File: config.mk
export PLATFORM = sky130hd
export DESIGN_NAME = serial_tx_uart
export DESIGN_NICKNAME = d
export VERILOG_FILES = /design/src/rtl/serial_pkg.sv /design/src/rtl/serial_fifo.sv /design/src/rtl/serial_tx_uart.sv
export SDC_FILE = /design/constraint.sdc
export NUM_CORES = 1
export LEC_CHECK = 0
export ABC_AREA = 1
export CORE_ASPECT_RATIO = 0.8
export CORE_MARGIN = 2
export CORE_UTILIZATION = 30
export CTS_BUF_LIST = sky130_fd_sc_hd__clkbuf_4 sky130_fd_sc_hd__clkbuf_8
export DETAILED_ROUTE_END_ITERATION = 10
export SYNTH_ARGS = -nofsm -noshare
export SYNTH_HDL_FRONTEND = slang
export SYNTH_SLANG_ARGS = --single-unit
File: constraint.sdc
create_clock -name clock -period 6.2 [get_ports clock]
set_input_delay 0.93 -clock clock [delete_from_list [all_inputs] [get_ports clock]]
set_output_delay 0.93 -clock clock [all_outputs]
set_load 0.05 [all_outputs]
File: src/rtl/serial_pkg.sv
// Shared types and constants for the serial transmit path.
package serial_pkg;

    localparam int unsigned SERIAL_DATA_BITS     = 8;
    localparam int unsigned DEFAULT_CLKS_PER_BIT = 434;

    typedef enum logic [1:0] {
        IDLE,
        START,
        DATA,
        STOP
    } tx_state_t;

endpackage

File: src/rtl/serial_fifo.sv
// Synchronous FIFO with extra-MSB pointers; writes while full and reads while empty are ignored.
module serial_fifo #(
    parameter int unsigned WIDTH = 8,
    parameter int unsigned DEPTH = 16
) (
    input  logic             clk_i,
    input  logic             rst_ni,
    input  logic             push_i,
    input  logic [WIDTH-1:0] data_i,
    input  logic             pop_i,
    output logic [WIDTH-1:0] data_o,
    output logic             full_o,
    output logic             empty_o
);

    localparam int unsigned AW = $clog2(DEPTH);
    localparam logic [AW:0] PTR_ONE = (AW+1)'(1);

    logic [AW:0]      wr_ptr_q;
    logic [AW:0]      rd_ptr_q;
    logic [WIDTH-1:0] mem_q [DEPTH];
    logic             push_ok;
    logic             pop_ok;

    assign full_o  = (wr_ptr_q[AW] != rd_ptr_q[AW]) &&
                     (wr_ptr_q[AW-1:0] == rd_ptr_q[AW-1:0]);
    assign empty_o = (wr_ptr_q == rd_ptr_q);
    assign push_ok = push_i && !full_o;
    assign pop_ok  = pop_i && !empty_o;
    assign data_o  = mem_q[rd_ptr_q[AW-1:0]];

    always_ff @(posedge clk_i or negedge rst_ni) begin
        if (!rst_ni) begin
            wr_ptr_q <= '0;
            rd_ptr_q <= '0;
        end else begin
            if (push_ok) wr_ptr_q <= wr_ptr_q + PTR_ONE;
            if (pop_ok)  rd_ptr_q <= rd_ptr_q + PTR_ONE;
        end
    end

    always_ff @(posedge clk_i) begin
        if (push_ok) mem_q[wr_ptr_q[AW-1:0]] <= data_i;
    end

endmodule

File: src/rtl/serial_tx_uart.sv
// Buffers processor serial bytes and shifts them out as 8N1 UART frames.
module serial_tx_uart
    import serial_pkg::*;
#(
    parameter int unsigned CLKS_PER_BIT = DEFAULT_CLKS_PER_BIT,
    parameter int unsigned FIFO_DEPTH   = 16
) (
    input  logic                        clock,
    input  logic                        reset,
    input  logic [SERIAL_DATA_BITS-1:0] serial_in,
    input  logic                        serial_wren_in,
    output logic                        serial_ready_out,
    output logic                        tx_out,
    output logic                        busy_out,
    output logic                        overflow_out
);

    localparam int unsigned       CNT_W    = $clog2(CLKS_PER_BIT);
    localparam logic [CNT_W-1:0]  CNT_LAST = CNT_W'(CLKS_PER_BIT - 1);
    localparam logic [CNT_W-1:0]  CNT_ONE  = CNT_W'(1);
    localparam logic [2:0]        BIT_LAST = 3'(SERIAL_DATA_BITS - 1);

    tx_state_t                   state_q;
    logic [SERIAL_DATA_BITS-1:0] shift_q;
    logic [2:0]                  bit_idx_q;
    logic [CNT_W-1:0]            cnt_q;
    logic                        tx_q;
    logic                        ovf_q;

    logic                        fifo_full;
    logic                        fifo_empty;
    logic [SERIAL_DATA_BITS-1:0] fifo_data;
    logic                        bit_done;
    logic                        pop;

    serial_fifo #(
        .WIDTH(SERIAL_DATA_BITS),
        .DEPTH(FIFO_DEPTH)
    ) u_fifo (
        .clk_i  (clock),
        .rst_ni (reset),
        .push_i (serial_wren_in),
        .data_i (serial_in),
        .pop_i  (pop),
        .data_o (fifo_data),
        .full_o (fifo_full),
        .empty_o(fifo_empty)
    );

    assign bit_done = (cnt_q == CNT_LAST);
    // Pop from IDLE, or on the last stop-bit cycle so the next frame follows with no gap.
    assign pop = !fifo_empty &&
                 ((state_q == IDLE) || ((state_q == STOP) && bit_done));

    assign serial_ready_out = !fifo_full;
    assign tx_out           = tx_q;
    assign busy_out         = (state_q != IDLE) || !fifo_empty;
    assign overflow_out     = ovf_q;

    always_ff @(posedge clock or negedge reset) begin
        if (!reset) begin
            state_q   <= IDLE;
            shift_q   <= '0;
            bit_idx_q <= '0;
            cnt_q     <= '0;
            tx_q      <= 1'b1;
            ovf_q     <= 1'b0;
        end else begin
            if (serial_wren_in && fifo_full) ovf_q <= 1'b1;

            case (state_q)
                IDLE: begin
                    if (pop) begin
                        shift_q   <= fifo_data;
                        cnt_q     <= '0;
                        bit_idx_q <= '0;
                        tx_q      <= 1'b0;
                        state_q   <= START;
                    end
                end
                START: begin
                    if (bit_done) begin
                        cnt_q   <= '0;
                        tx_q    <= shift_q[0];
                        state_q <= DATA;
                    end else begin
                        cnt_q <= cnt_q + CNT_ONE;
                    end
                end
                DATA: begin
                    if (bit_done) begin
                        cnt_q <= '0;
                        if (bit_idx_q == BIT_LAST) begin
                            tx_q    <= 1'b1;
                            state_q <= STOP;
                        end else begin
                            bit_idx_q <= bit_idx_q + 3'd1;
                            shift_q   <= shift_q >> 1;
                            tx_q      <= shift_q[1];
                        end
                    end else begin
                        cnt_q <= cnt_q + CNT_ONE;
                    end
                end
                STOP: begin
                    if (bit_done) begin
                        cnt_q <= '0;
                        if (pop) begin
                            shift_q   <= fifo_data;
                            bit_idx_q <= '0;
                            tx_q      <= 1'b0;
                            state_q   <= START;
                        end else begin
                            state_q <= IDLE;
                        end
                    end else begin
                        cnt_q <= cnt_q + CNT_ONE;
                    end
                end
                default: begin
                    tx_q    <= 1'b1;
                    state_q <= IDLE;
                end
            endcase
        end
    end

endmodule
==> run_results.csv <==
group,metric,value,unit
setup_path,crit_fanout,68,
placement,place.port_buffers,14,
global_routing,antenna_found_initial,0,
yosys,seq_area_frac_synth,63.3,%
clocking,htree_num_levels,4,
yosys,ys.warnings.count,0,
yosys,synth-edff-count,128,
floorplan,start_util,30.5,%
placement,placed_cell_area,0.00784,mm2
yosys,synth.avg_cell_area,9.64,um2
clocking,cts.path.max_buffers,2,
sta,final-setup-viol-count,0,
clocking,cts-resized-gates,0,
clocking,cts.sinks,162,
sta,slew_viol_final,0,
setup_path,worstPathRequired,5.27,ns
power,leakagePower,3.52,nW
sta,skew,0.0112,ns
clocking,clkSlewWorstSetupHoldPaths,0.09,ns
finish,fill_cells,2425,
placement,dp_hpwl,10600,um
finish,area_delta_synth_final,11.4,%
power,p_sw_share,27.5,%
floorplan,die_area,0.0260,mm2
yosys,synth_cells,770,
drt,drt-wirelength-per-cell,14.8,um
clocking,holdBufCountCts,0,
yosys,syn_area,0.00742,mm2
finish,drive_gt1_share,7.82,%
setup_path,slowest_delay,0.91,ns
yosys,syn_nets,794,
power,power_density,294,mW/mm2
power,power_switching,670,uW
power,pwr-share-comb,11.9,%
setup_path,startpoint_type,"flop",
clocking,cts_tree,"yes",
placement,place_worst_setup_slack,2.22,ns
floorplan,core_area,0.0243,mm2
power,power.share.clock,34.0,%
yosys,ys_ff_latch,162,
clocking,root_buffer,"clkbuf_8",
global_routing,grt_max_degree,69,
sta,fmax,225,MHz
drt,viasPerCell,4.48,
finish,instances_no_fill,1111,
yosys,ys.flop_type,"edfxtp_1",
setup_path,end_kind,"output port",
yosys,synth_area_leaders,"edfxtp_1 52%, nand2_1 14%, dfrtp_1 11%, nand3_1 4.3%, inv_1 4.3%",
sta,worst_slack,1.75,ns
drt,antenna_left,0,
power,internal_power,1.76,mW
power,total_power,2.43,mW
clocking,post-cts-setup-buffer-count,0,
outcome,outcome,"finished, final reports clean",
global_routing,grt_pass1_wl,26100,um
finish,final_nets,804,
setup_path,cp_slowest_cell,"inv_2",
sta,finalSetupTns,0,ns
power,sequentialPowerShare,54.1,%
floorplan,die_y,145,um
sta,hold_violations,0,
yosys,yosysTopAreaCellShare,51.8,%
clocking,clk_latency,0.45,ns
drt,drc,0,
drt,vias,4976,
global_routing,grt-ovfl-total,0,
drt,finalWirelength,16400,um
yosys,synth.distinct_cells,31,
sta,relSlewSlack,25.7,%
sta,hold_slack,0.474,ns
sta,rsz0062_at_grt,"no",
drt,drt_iter0_drc,605,
finish,num_antenna_cells,0,
power,vdd_ir_drop_max,0.000134,V
global_routing,grt_usage,13.1,%
floorplan,die_w,180,um
sta,period_share,71.8,%
setup_path,arrival,3.52,ns
job,maxCapViolations,0,
finish,final_cell_area,0.00827,mm2
setup_path,criticalPathCategory,"reg -> out",
setup_path,crit_chain,"buf_4, inv_2, nand2_1, nand2_1, nor2_2, nand3_4, nor2_4, inv_2, clkdlybuf4s50_1",
floorplan,row_count,51,
finish,fin_util,34.0,%
yosys,yosysTopAreaCell,"edfxtp_1",
clocking,cts_inserted_buffers,17,
global_routing,grt_pass1_vias,4759,
yosys,ys_async_sr_fraction,21.0,%
drt,dr.pass1.iters,5,
floorplan,io_pins,15,
sta,post-route-min-period,4.45,ns
sta,worst_pin_slew,1.11,ns
min_path,hold_path.class,"reg -> reg",
placement,gp_congestion,0.850,
placement,placed_cells,1079,
[worst max-delay path: cells and delay by family, from the launching register on]
| kind | cells | cell delay, ns |
|---|---|---|
| buf+inv | 4 | 2.19 |
| flops | 1 | 0.39 |
| simple gates | 5 | 0.44 |
[cell usage in the layout, fill, tap and decap left out, types with 2 or more instances in the layout]
cell	count
o21ai_1	4
nand2_4	2
o22ai_1	4
o211ai_1	2
nor2_2	2
clkdlybuf4s50_1	13
nand3_4	2
nand3_1	64
inv_1	85
nor2_1	71
nand2_1	271
buf_4	2
bufinv_16	3
inv_2	9
o21ai_0	23
xnor2_1	2
inv_6	7
edfxtp_1	128
clkinvlp_4	2
clkbuf_8	17
ha_1	13
a21oi_1	9
nand2_2	3
xor2_1	8
dfrtp_1	32
nor2_4	3
[power by group through the flow]
stage               logic, mW  registers, mW  clock network, mW
global placement        0.290           1.34                  0
CTS                     0.291           1.32              0.845
detailed placement      0.291           1.34                  0
floorplan               0.188           1.33                  0
finish                  0.290           1.32              0.827
global route            0.324           1.32              0.897
[layout make-up]
class,count,area [um2],area share [%]
clock buffers,17,234,2.83
clock inverters,15,191,2.32
flip-flops and latches,162,4700,56.8
repair buffers,16,150,1.82
inverters,95,359,4.34
multi-input cells,488,2240,27.1
well taps,318,398,4.81
[routing by layer]
metal / up-vias / global-route usage [%] / routed length [um]
met2: 108 / 19.1 / 6960
met4: 0 / 4.54 / 249
li1: 2487 / - / -
met1: 2360 / 19.0 / 8380
met5: - / 0 / 0
met3: 21 / 3.33 / 844
[logic make-up (layout without fill, tap and decap cells)]
group	after synthesis	in the layout	synth area share [%]
DFF	162	162	63.3
buffers and inverters	120	143	6.61
AOI/OAI and AO/OA	44	44	3.24
and+or+nand+nor	421	421	23.5
xor gates and xnor gates	10	10	1.18
adders and majority gates	13	13	2.19
[worst paths after layout]
kind	slack, ns	depth (start not counted)	to	startpoint
max in group asynchronous	5.09	1	u_fifo.rd_ptr_q[0]$_DFFE_PN0P_	reset
worst max register to register	2.64	11	u_fifo.mem_q[12][5]$_DFFE_PP_	u_fifo.rd_ptr_q[0]$_DFFE_PN0P_
worst max-delay path	1.75	9	busy_out	u_fifo.rd_ptr_q[0]$_DFFE_PN0P_
worst min-delay path	0.47	1	overflow_out$_DFFE_PN0P_	overflow_out$_DFFE_PN0P_
min in group asynchronous	0.55	1	cnt_q[5]$_DFFE_PN0P_	reset
worst min register to register	0.47	1	overflow_out$_DFFE_PN0P_	overflow_out$_DFFE_PN0P_
[synthesized netlist by cell type (8+ instances only)]
master / n
nand2_1: 271
edfxtp_1: 128
inv_1: 85
nor2_1: 71
nand3_1: 64
dfrtp_1: 33
o21ai_0: 23
buf_2: 15
ha_1: 13
a21oi_1: 9
inv_2: 9
xor2_1: 8
[state kept, by name, summed over array words and instances, names as in the netlist]
name,flops
bit_idx_q,3
cnt_q,9
overflow_out,1
shift_q,8
state_q,2
tx_out,1
u_fifo.mem_q,128
u_fifo.rd_ptr_q,5
u_fifo.wr_ptr_q,5
Power figures use the tool's default switching activity.
==> edit (config.mk and constraints unchanged) <==
Make the reset (`reset` and `rst_ni`) synchronous in 2 clocked blocks.
--- a/src/rtl/serial_fifo.sv
+++ b/src/rtl/serial_fifo.sv
@@ -30,5 +30,5 @@
     assign data_o  = mem_q[rd_ptr_q[AW-1:0]];
 
-    always_ff @(posedge clk_i or negedge rst_ni) begin
+    always_ff @(posedge clk_i) begin
         if (!rst_ni) begin
             wr_ptr_q <= '0;
--- a/src/rtl/serial_tx_uart.sv
+++ b/src/rtl/serial_tx_uart.sv
@@ -58,5 +58,5 @@
     assign overflow_out     = ovf_q;
 
-    always_ff @(posedge clock or negedge reset) begin
+    always_ff @(posedge clock) begin
         if (!reset) begin
             state_q   <= IDLE;
Behaviour: differs if reset is asserted again (counterexample within 4 cycles, from zero or initial values and one cycle with reset low); with reset held inactive, the same outputs for 10 cycles.
==> edit against the original RTL <==
- global-route usage is 0.12 points lower
- count of clock-buffer cells in the layout stayed put
- register-to-register slack better by 840 ps
- via count is 5.0% higher
- sequential share of layout area is 1.6 points lower
- area after synthesis is 1.7% higher
- routed wire length is 1.2% higher
- die area is 1.6% higher
- final area is 0.97% higher
- sequential cell count is 4 higher
- largest cell class unchanged
- maximum frequency is 40% higher
- setup slack better by 1300 ps
Power is not compared: it rests on default switching activity, and its combinational part moved more than twofold at a synthesized area within 25%.
==> edit: results (changes against the original RTL) <==
Skew-Pair Late Insertion Delay 470 ps (was 450 ps); Leak Pwr 3.34 nW; core area 0.0245 mm2 (was 0.0243 mm2); dpl cell area 0.00793 mm2 (was 0.00784 mm2); Pre-antenna DRT Iters 5 (unchanged); syn avg cell area 9.41 um2 (was 9.64 um2); Top Family by Delay on Critical Path buffers and inverters (unchanged); worst r2r dst shift_q[1]$_SDFFE_PN0P_ (was u_fifo.mem_q[12][5]$_DFFE_PP_); Layout Nets 831 (was 804); Seq/Total Area, Yosys 61.0% (was 63.3%); Avg Vias per Cell 4.60 (was 4.48); Fill cells 2,541 (was 2,425); CTS root buffer clkbuf_8 (unchanged); Worst EP required 5270 ps (about the same); dpl hpwl 10,400 um (was 10,600 um); YS warnings 0 (unchanged); status finished clean (unchanged); cell total after placement 1,105 (was 1,079); GPL Wtd Cong 0.820 (was 0.850); number of unique standard cell types used by synthesis 39 (was 31); total track usage 13.0% (was 13.1%); worst-margin pin slew 1150 ps (was 1110 ps); ratio of cells with drive above 1 in the final layout 8.18% (was 7.82%); worst setup path startpoint u_fifo.wr_ptr_q[2]$_SDFFE_PN0P_ (was u_fifo.rd_ptr_q[0]$_DFFE_PN0P_); Crit Path Max Fanout 7 (was 68); Post-Synth Adder-Cell Area 2.32% (was 2.19%); Synth Area in Compound Gates 4.48% (was 3.24%); first-pass GRT wire length 26,600 um (was 26,100 um); max FFs per register 128 (unchanged); Worst path slowest cell clkdlybuf4s50_1 (was inv_2); leading post-synthesis cells by cell area edfxtp_1, nand2_1, dfxtp_1 (was edfxtp_1, nand2_1, dfrtp_1); Async S/R FF share, synth 0% (was 21.0%); Post-synth top cells nand2_1, edfxtp_1, inv_1 (unchanged); vias in the first global route 4,856 (was 4,759); setup slack, reg-to-reg 3480 ps (was 2640 ps); Synth Area in XOR/XNOR 0.448% (was 1.18%); WL per Instance 14.6 um (was 14.8 um); Port-buffer cells 14 (unchanged); post-synthesis mux area share 0% (unchanged); drt first-iter violations 398 (was 605); TritonCTS buffer count 17 (unchanged); Reg area 0.00461 mm2 (was 0.00470 mm2); CTS Buffer Depth 2 (unchanged); worst setup path endpoint busy_out (unchanged); pin count of the biggest net entering global routing 66 (was 69); Reg clk slew, reported paths 90 ps (about the same); WL final 16,600 um (was 16,400 um); biggest cell delay along the critical path 750 ps (was 910 ps); skew final 13.0 ps (was 11.2 ps)
## edit: cell count changes after synthesis, sizes merged, moves of 4 or more
cell   change
nand3     +33
dfrtp     -33
buf        +4
a21oi     +16
dfxtp     +38
nor2      -16
inv       +21
nand2     -32
xor2       -6
## edit: worst min path at each step
stage | depth (start not counted) | from | slack (ps) | endpoint
after floorplan | 2 | shift_q[0]$_SDFFE_PN0P_ | 440 | shift_q[0]$_SDFFE_PN0P_
after global placement | 2 | shift_q[2]$_SDFFE_PN0P_ | 450 | shift_q[2]$_SDFFE_PN0P_
after detailed placement | 2 | shift_q[3]$_SDFFE_PN0P_ | 460 | shift_q[3]$_SDFFE_PN0P_
after CTS | 2 | shift_q[0]$_SDFFE_PN0P_ | 480 | shift_q[0]$_SDFFE_PN0P_
after global routing | 2 | shift_q[5]$_SDFFE_PN0P_ | 510 | shift_q[5]$_SDFFE_PN0P_
final | 2 | shift_q[0]$_SDFFE_PN0P_ | 480 | shift_q[0]$_SDFFE_PN0P_
## edit: metal layers
layer  routed length (um)  part of all wire (%)  track usage, %
met4                  269                   1.6            5.00
met1                 8240                    50            18.6
met3                  677                   4.1            2.58
met2                 7440                    45            19.4
met5                    0                     0               0
## edit: kinds of logic (layout without fill, tap and decap cells)
group / after synthesis / count (layout)
simple gates: 412 / 412
fa+ha+maj: 14 / 14
flops: 166 / 166
compound gates: 59 / 59
buf+inv: 148 / 165
xor+xnor: 3 / 3
## edit: worst min-delay path, delay by kind of cell, from the launching register on
kind	cells	cell delay, ps
and+or+nand+nor	1	60
AOI/OAI and AO/OA	1	60
DFF	1	320
## edit: power groups by stage
stage / Combinational, mW / Clock (mW) / Sequential [mW]
2_1_floorplan: 0.742 / 0 / 1.33
3_3_place_gp: 0.956 / 0 / 1.33
3_5_place_dp: 0.966 / 0 / 1.33
4_1_cts: 0.972 / 0.827 / 1.30
5_1_grt: 1.09 / 0.873 / 1.31
6_report: 0.969 / 0.810 / 1.30
## edit: layout make-up
type,count,area share [%]
multi-input combinational,488,28.0
tap,318,4.77
clock inverter,15,2.13
sequential,166,55.2
clock buffer,17,2.80
timing repair buffer,16,1.86
inverter,117,5.29
## edit: per-stage QoR
step	hold WS, ps	setup WS, ps
after global routing	508	2880
after global placement	453	3100
after floorplan	444	4180
after detailed placement	464	3140
after CTS	480	2990
final	477	3010
